$ cat config.mk
export PLATFORM = sky130hd
export DESIGN_NAME = approx_div_seq_flat
export DESIGN_NICKNAME = d
export VERILOG_FILES = /design/src/rtl/approx_div_seq_if.sv /design/src/rtl/approx_div_seq.sv /design/src/flat_wrapper.sv
export SDC_FILE = /design/constraint.sdc
export NUM_CORES = 1
export LEC_CHECK = 0
export CAP_MARGIN = 10
export CELL_PAD_IN_SITES_DETAIL_PLACEMENT = 1
export CELL_PAD_IN_SITES_GLOBAL_PLACEMENT = 1
export CORE_MARGIN = 2
export CORE_UTILIZATION = 30
export CTS_CLUSTER_DIAMETER = 80
export DETAILED_ROUTE_END_ITERATION = 12
export PLACE_DENSITY_LB_ADDON = 0.05
export SLEW_MARGIN = 20
export SYNTH_ARGS = -nofsm -noshare
export SYNTH_HDL_FRONTEND = slang
export SYNTH_SLANG_ARGS = --single-unit
$ cat constraint.sdc
create_clock -name clk -period 2.3 [get_ports clk]
set_input_delay 0.23 -clock clk [delete_from_list [all_inputs] [get_ports clk]]
set_output_delay 0.23 -clock clk [all_outputs]
set_load 0.02 [all_outputs]
$ cat src/rtl/approx_div_seq_if.sv
// Valid/ready operand and result channels for the sequential divider.
// The master drives operands and accepts results; the slave is the divider.
interface approx_div_seq_if #(
  parameter int unsigned WIDTH = 16
);
  logic                 in_valid;
  logic                 in_ready;
  logic [2*WIDTH-1:0]   n;
  logic [WIDTH-1:0]     d;
  logic                 out_valid;
  logic                 out_ready;
  logic [WIDTH-1:0]     q;
  logic [WIDTH-1:0]     r;
  logic                 div_zero;
  logic                 ovf;

  modport master (
    output in_valid, n, d, out_ready,
    input  in_ready, out_valid, q, r, div_zero, ovf
  );

  modport slave (
    input  in_valid, n, d, out_ready,
    output in_ready, out_valid, q, r, div_zero, ovf
  );
endinterface

$ cat src/rtl/approx_div_seq.sv
// Radix-2 restoring divider, one quotient bit per cycle; the low SKIP quotient
// bits are never computed, trading accuracy for latency.
module approx_div_seq #(
   parameter int unsigned WIDTH = 16,
   parameter int unsigned SKIP  = 0
) (
   input logic              clk,
   input logic              rst_n,
   approx_div_seq_if.slave  bus
);

   localparam int unsigned CntW = $clog2(WIDTH + 1);

   typedef enum logic [1:0] {StIdle, StCalc, StDone} state_e;

   state_e state_q, state_d;

   logic [WIDTH:0]   rem_q;
   logic [WIDTH-1:0] sh_q, quo_q, d_q, q_q, r_q;
   logic [CntW-1:0]  cnt_q;
   logic             dz_pend_q, ov_pend_q, dz_q, ov_q;

   logic             accept, special, last, qbit;
   logic [WIDTH-1:0] n_hi, n_lo, quo_nxt;
   logic [WIDTH:0]   trial, rem_nxt;

   assign n_hi    = bus.n[2*WIDTH-1:WIDTH];
   assign n_lo    = bus.n[WIDTH-1:0];
   assign accept  = bus.in_valid && (state_q == StIdle);
   // Zero-divisor and overflow results still spend one cycle in CALC.
   assign special = dz_pend_q | ov_pend_q;
   assign last    = special || (cnt_q == CntW'(1));

   // Partial remainder stays below d, so the trial value fits in WIDTH+1 bits.
   assign trial   = {rem_q[WIDTH-1:0], sh_q[WIDTH-1]};
   assign qbit    = (trial >= {1'b0, d_q});
   assign rem_nxt = qbit ? (trial - {1'b0, d_q}) : trial;
   assign quo_nxt = {quo_q[WIDTH-2:0], qbit};

   always_ff @(posedge clk) begin
      if (!rst_n) begin
         state_q <= StIdle;
      end else begin
         state_q <= state_d;
      end
   end

   always_comb begin
      state_d = state_q;
      unique case (state_q)
         StIdle:  if (accept) state_d = StCalc;
         StCalc:  if (last) state_d = StDone;
         StDone:  if (bus.out_ready) state_d = StIdle;
         default: state_d = StIdle;
      endcase
   end

   always_comb begin
      bus.in_ready  = (state_q == StIdle);
      bus.out_valid = (state_q == StDone);
   end

   always_ff @(posedge clk) begin
      if (!rst_n) begin
         rem_q     <= '0;
         sh_q      <= '0;
         quo_q     <= '0;
         d_q       <= '0;
         cnt_q     <= '0;
         dz_pend_q <= 1'b0;
         ov_pend_q <= 1'b0;
         q_q       <= '0;
         r_q       <= '0;
         dz_q      <= 1'b0;
         ov_q      <= 1'b0;
      end else if (accept) begin
         d_q       <= bus.d;
         sh_q      <= n_lo;
         quo_q     <= '0;
         cnt_q     <= CntW'(WIDTH - SKIP);
         dz_pend_q <= 1'b0;
         ov_pend_q <= 1'b0;
         if (bus.d == '0) begin
            dz_pend_q <= 1'b1;
            rem_q     <= {1'b0, n_lo};
         end else if (n_hi >= bus.d) begin
            ov_pend_q <= 1'b1;
            rem_q     <= '0;
         end else begin
            rem_q     <= {1'b0, n_hi};
         end
      end else if (state_q == StCalc) begin
         if (special) begin
            q_q  <= '1;
            r_q  <= rem_q[WIDTH-1:0];
            dz_q <= dz_pend_q;
            ov_q <= ov_pend_q;
         end else begin
            rem_q <= rem_nxt;
            sh_q  <= {sh_q[WIDTH-2:0], 1'b0};
            quo_q <= quo_nxt;
            cnt_q <= cnt_q - CntW'(1);
            if (cnt_q == CntW'(1)) begin
               q_q  <= quo_nxt << SKIP;
               r_q  <= rem_nxt[WIDTH-1:0];
               dz_q <= 1'b0;
               ov_q <= 1'b0;
            end
         end
      end
   end

   assign bus.q        = q_q;
   assign bus.r        = r_q;
   assign bus.div_zero = dz_q;
   assign bus.ovf      = ov_q;

endmodule

$ cat src/flat_wrapper.sv
// flat-port wrapper written by rule: the top's interface ports become plain ports
module approx_div_seq_flat 
#(
   parameter int unsigned WIDTH = 16,
   parameter int unsigned SKIP  = 0
)
  (clk, rst_n, bus_in_valid, bus_n, bus_d, bus_out_ready, bus_in_ready, bus_out_valid, bus_q, bus_r, bus_div_zero, bus_ovf);
  approx_div_seq_if #(.WIDTH(WIDTH)) bus_i ();
  input logic clk;
  input logic rst_n;
  input wire logic [$bits(bus_i.in_valid)-1:0] bus_in_valid;
  input wire logic [$bits(bus_i.n)-1:0] bus_n;
  input wire logic [$bits(bus_i.d)-1:0] bus_d;
  input wire logic [$bits(bus_i.out_ready)-1:0] bus_out_ready;
  output wire logic [$bits(bus_i.in_ready)-1:0] bus_in_ready;
  output wire logic [$bits(bus_i.out_valid)-1:0] bus_out_valid;
  output wire logic [$bits(bus_i.q)-1:0] bus_q;
  output wire logic [$bits(bus_i.r)-1:0] bus_r;
  output wire logic [$bits(bus_i.div_zero)-1:0] bus_div_zero;
  output wire logic [$bits(bus_i.ovf)-1:0] bus_ovf;
  assign bus_i.in_valid = bus_in_valid;
  assign bus_i.n = bus_n;
  assign bus_i.d = bus_d;
  assign bus_i.out_ready = bus_out_ready;
  assign bus_in_ready = bus_i.in_ready;
  assign bus_out_valid = bus_i.out_valid;
  assign bus_q = bus_i.q;
  assign bus_r = bus_i.r;
  assign bus_div_zero = bus_i.div_zero;
  assign bus_ovf = bus_i.ovf;
  approx_div_seq #(.WIDTH(WIDTH), .SKIP(SKIP)) u_core (.clk(clk), .rst_n(rst_n), .bus(bus_i));
endmodule
==> summary.md <==
| Metric | Value |
|---|---|
| Register area | 0.00215 mm2 |
| Synth top area cells | dfxtp_1 (37%), a21oi_1 (8.0%), nand2_1 (7.6%), ha_1 (7.4%), nor2_1 (3.0%) |
| Status | complete, but fails checks |
| Average vias per placed instance | 5.33 |
| Via total after detailed routing | 6247 |
| Reg2reg setup slack | -110 ps |
| Crit path cell chain | inv_2 > ha_4 > a21o_1 > nor3_4 > buf_4 > a21o_1 > buf_4 > nor3_2 > o41ai_4 > o22ai_2 > nor3_1 |
| FF+latch count, synth | 106 |
| Final Critical Period | 2410 ps |
| Worst Setup End Kind | flip-flop |
| CP delay by family, top | compound AO/OA/AOI/OAI gates |
| Core area | 0.0188 mm2 |
| Top FF cell, synth | dfxtp_1 |
| Max-Cap Viols | 0 |
| Cts hold-fix bufs | 0 |
| Gr usage total | 23.1% |
| H-tree depth | 3 |
| Die height | 143 um |
| Syn Nets | 801 |
| Root Driver | clkbuf_16 |
| Final WL | 23900 um |
| R2R cell count | 11 |
| Placed Cells | 1132 |
| Pwr Density | 883 mW/mm2 |
| Post-synthesis mux area share | 1.52% |
| IO Port Bufs | 87 |
| Buffer and inverter count on the worst path | 3 |
| Clk buf depth | 2 |
| Antenna diode count | 0 |
| Max FO, Critical Path | 3 |
| Worst Setup EP | u_core.rem_q[12] |
| Total die area | 0.0204 mm2 |
| Vias in the first global route | 6523 |
| DR iter-0 viols | 292 |
| Area leader, netlist | dfxtp_1 |
| Initial Utilization | 30.8% |
| Layout cell share with drive strength beyond 1 | 38.1% |
| Library cells used by synthesis | 64 |
| TritonCTS clock tree | yes |
| Final Non-Filler Cells | 1172 |
| Most frequent cell after synthesis | nand2_1 |
| DRC | 0 |
| Max-slew headroom | 66.0% |
| Reg2reg start | u_core.d_q[4] |
| CP required | 2590 ps |
| Worst skew pair latency | 360 ps |
| IO Count | 88 |
| Fin worst setup slack | -109 ps |
| Main combinational cell family by area after synthesis | compound AO/OA/AOI/OAI gates |
| Compound-Gate Fraction of Synth Area | 28.2% |
| Final hold violation count | 0 |
| Setup-failing EPs final | 17 |
| Clock sink count | 106 |
| Sequential share of the synthesized area | 36.8% |
| DPL Wire Length | 17400 um |
| Yosys top cell area share | 36.8% |
| First-pass GRT wire length | 36300 um |
| Clock Pin Slew Worst Setup and Hold Paths | 80 ps |
| Final Cycle Share | 105% |
| CP max stage cell | o41ai_4 |
| Hold crit path type | input port to flip-flop |
| Mapped Cells | 714 |
| Post-route antenna net violation count | 0 |
| Setup TNS | -630 ps |
| XOR/XNOR Fraction of Synth Area | 2.28% |
| Net count, final | 1020 |
| Worst EP arrival | 2700 ps |
| Cell leakage power | 0.00390 uW |
| GR Overflow Total | 0 |
| Fin Clk Skew | 9.39 ps |
| Mapped Area | 0.00577 mm2 |
| DR WL/cell | 20.4 um |
| Avg Cell Area, Syn | 8.09 um2 |
| Initial antenna violation count | 0 |
| FMAX | 415 MHz |
| Largest net degree at the start of global routing | 30 |
| CP Launch Type | flip-flop |
| WP depth | 11 |
| Synth cell count leaders | nand2_1 (117), dfxtp_1 (106), a21oi_1 (92) |
| Multi-input gate area | 0.00423 mm2 |
| Number of flops mapped to enable cells by yosys | 0 |
| FFs w/ async S/R, synth | 0% |
| DRT Pass-1 Iters | 4 |
| Final RePlAce weighted congestion | 0.863 |
| Slew Limit Fails | 0 |
| Timing startpoint of the critical path | u_core.d_q[4] |
| Simple-Gate Fraction of Synth Area | 17.5% |
| RSZ-0062 raised after global routing | yes |
| Reg-to-reg endpoint | u_core.rem_q[12] |
| # rows | 50 |
| Total CTS buffers | 9 |
| # fillers | 2175 |
| Maximum VDD drop | 0.494 mV |
| Crit path largest cell delay | 420 ps |
| Synth Area in Adders | 7.72% |
| Yosys warns | 0 |
| Die X | 143 um |
| Area Growth Syn to Fin | 62.6% |
| WS Path Type | flip-flop to flip-flop |
| Failing checks | setup timing |
| Worst-margin pin slew | 509 ps |
stage by stage:
step                instance area [um2]  setup WS (ps)  power, uW  hold WS (ps)  utilization [%]
floorplan                          5780           16.5       3750           340                -
global placement                   7860           -341       5210           437             41.9
detailed placement                 7860           -467       5280           448             41.9
CTS                                8720           -243       7600           286             46.5
global route                       9390           -201       8680           212             50.0
finish                             9390           -109       8290           190             50.0
how the worst min path moves through the flow:
stage | from | to | slack (ps) | depth (start not counted)
3_5_place_dp | u_core.bus.r[3] | u_core.bus.r[3] | 450 | 2
4_1_cts | bus_d[4] | u_core.d_q[4] | 290 | 3
3_3_place_gp | u_core.bus.r[3] | u_core.bus.r[3] | 440 | 2
2_1_floorplan | bus_n[17] | u_core.rem_q[1] | 340 | 1
5_1_grt | bus_d[3] | u_core.d_q[3] | 210 | 3
6_report | bus_d[3] | u_core.d_q[3] | 190 | 3
kinds of logic after synthesis:
| logic type | count (synthesis) |
|---|---|
| multiplexers | 8 |
| AO/OA/AOI/OAI | 237 |
| flip-flops | 106 |
| XOR/XNOR | 15 |
| AND/OR/NAND/NOR | 226 |
| adder cells (fa/ha/maj) | 35 |
| buffers and inverters | 87 |
state kept, by name, indices dropped and copies added (netlist names):
name and flops:
u_core.bus.ovf 1, u_core.rem_q 16, u_core.state_q 2, u_core.d_q 16, u_core.ov_pend_q 1, u_core.bus.div_zero 1, u_core.bus.q 16, u_core.bus.r 16
u_core.dz_pend_q 1, u_core.cnt_q 5, u_core.quo_q 15, u_core.sh_q 16
layout make-up:
type / count / area share, %
Clock inverter: 6 / 0.626
Sequential cell: 106 / 22.9
Inverter: 41 / 1.64
Clock buffer: 10 / 2.44
Multi-Input combinational cell: 521 / 45.0
Timing Repair Buffer: 254 / 24.2
Tap cell: 234 / 3.12
repair_timing:
action | in CTS | in global routing
gates resized for setup | 99 | 133
hold endpoints to repair | 0 | 0
endpoints found under the setup margin | 30 | 31
pin swaps | 40 | 74
buffers inserted | 20 | 18
power by group:
| part | switching (uW) | internal (uW) |
|---|---|---|
| clock | 809 | 761 |
| combinational | 2310 | 2310 |
| sequential | 125 | 1980 |
| total | 3240 | 5050 |
cells in the final DEF, fill, tap and decap left out, drive strengths merged, types with 4 or more instances in the layout:
cell type      count
clkdlybuf4s50     63
mux2i              5
a32oi              4
o211ai             9
nor2              47
o21ai             27
o211a              5
o41ai              5
o21a               4
xnor2             11
o221a             15
a21o              10
xor2               4
ha                34
nand2            119
a32o               5
clkbuf            10
a211oi            11
a211o              5
dfxtp            106
dlymetal6s2s      22
nor3              12
inv               43
nand3             14
buf              167
a31oi              5
nand4              4
nor2b              6
nor4               7
a21oi             93
a22oi             20
metal layers:
layer / vias to the layer above / track usage [%] / share of wire [%]
li1: 2994 / - / -
met5: - / 0 / 0
met3: 23 / 2.72 / 3.3
met1: 3104 / 32.3 / 48
met4: 0 / 5.84 / 1.6
met2: 126 / 37.9 / 47
worst reg2reg max path, cell delays in order (launching register included):
cell and delay, ps:
dfxtp_2 370, inv_2 50, ha_4 230, a21o_1 230
nor3_4 270, buf_4 170, a21o_1 150, buf_4 120
nor3_2 50, o41ai_4 420, o22ai_2 110, nor3_1 160
No activity file was read; power rests on OpenSTA's default activity.
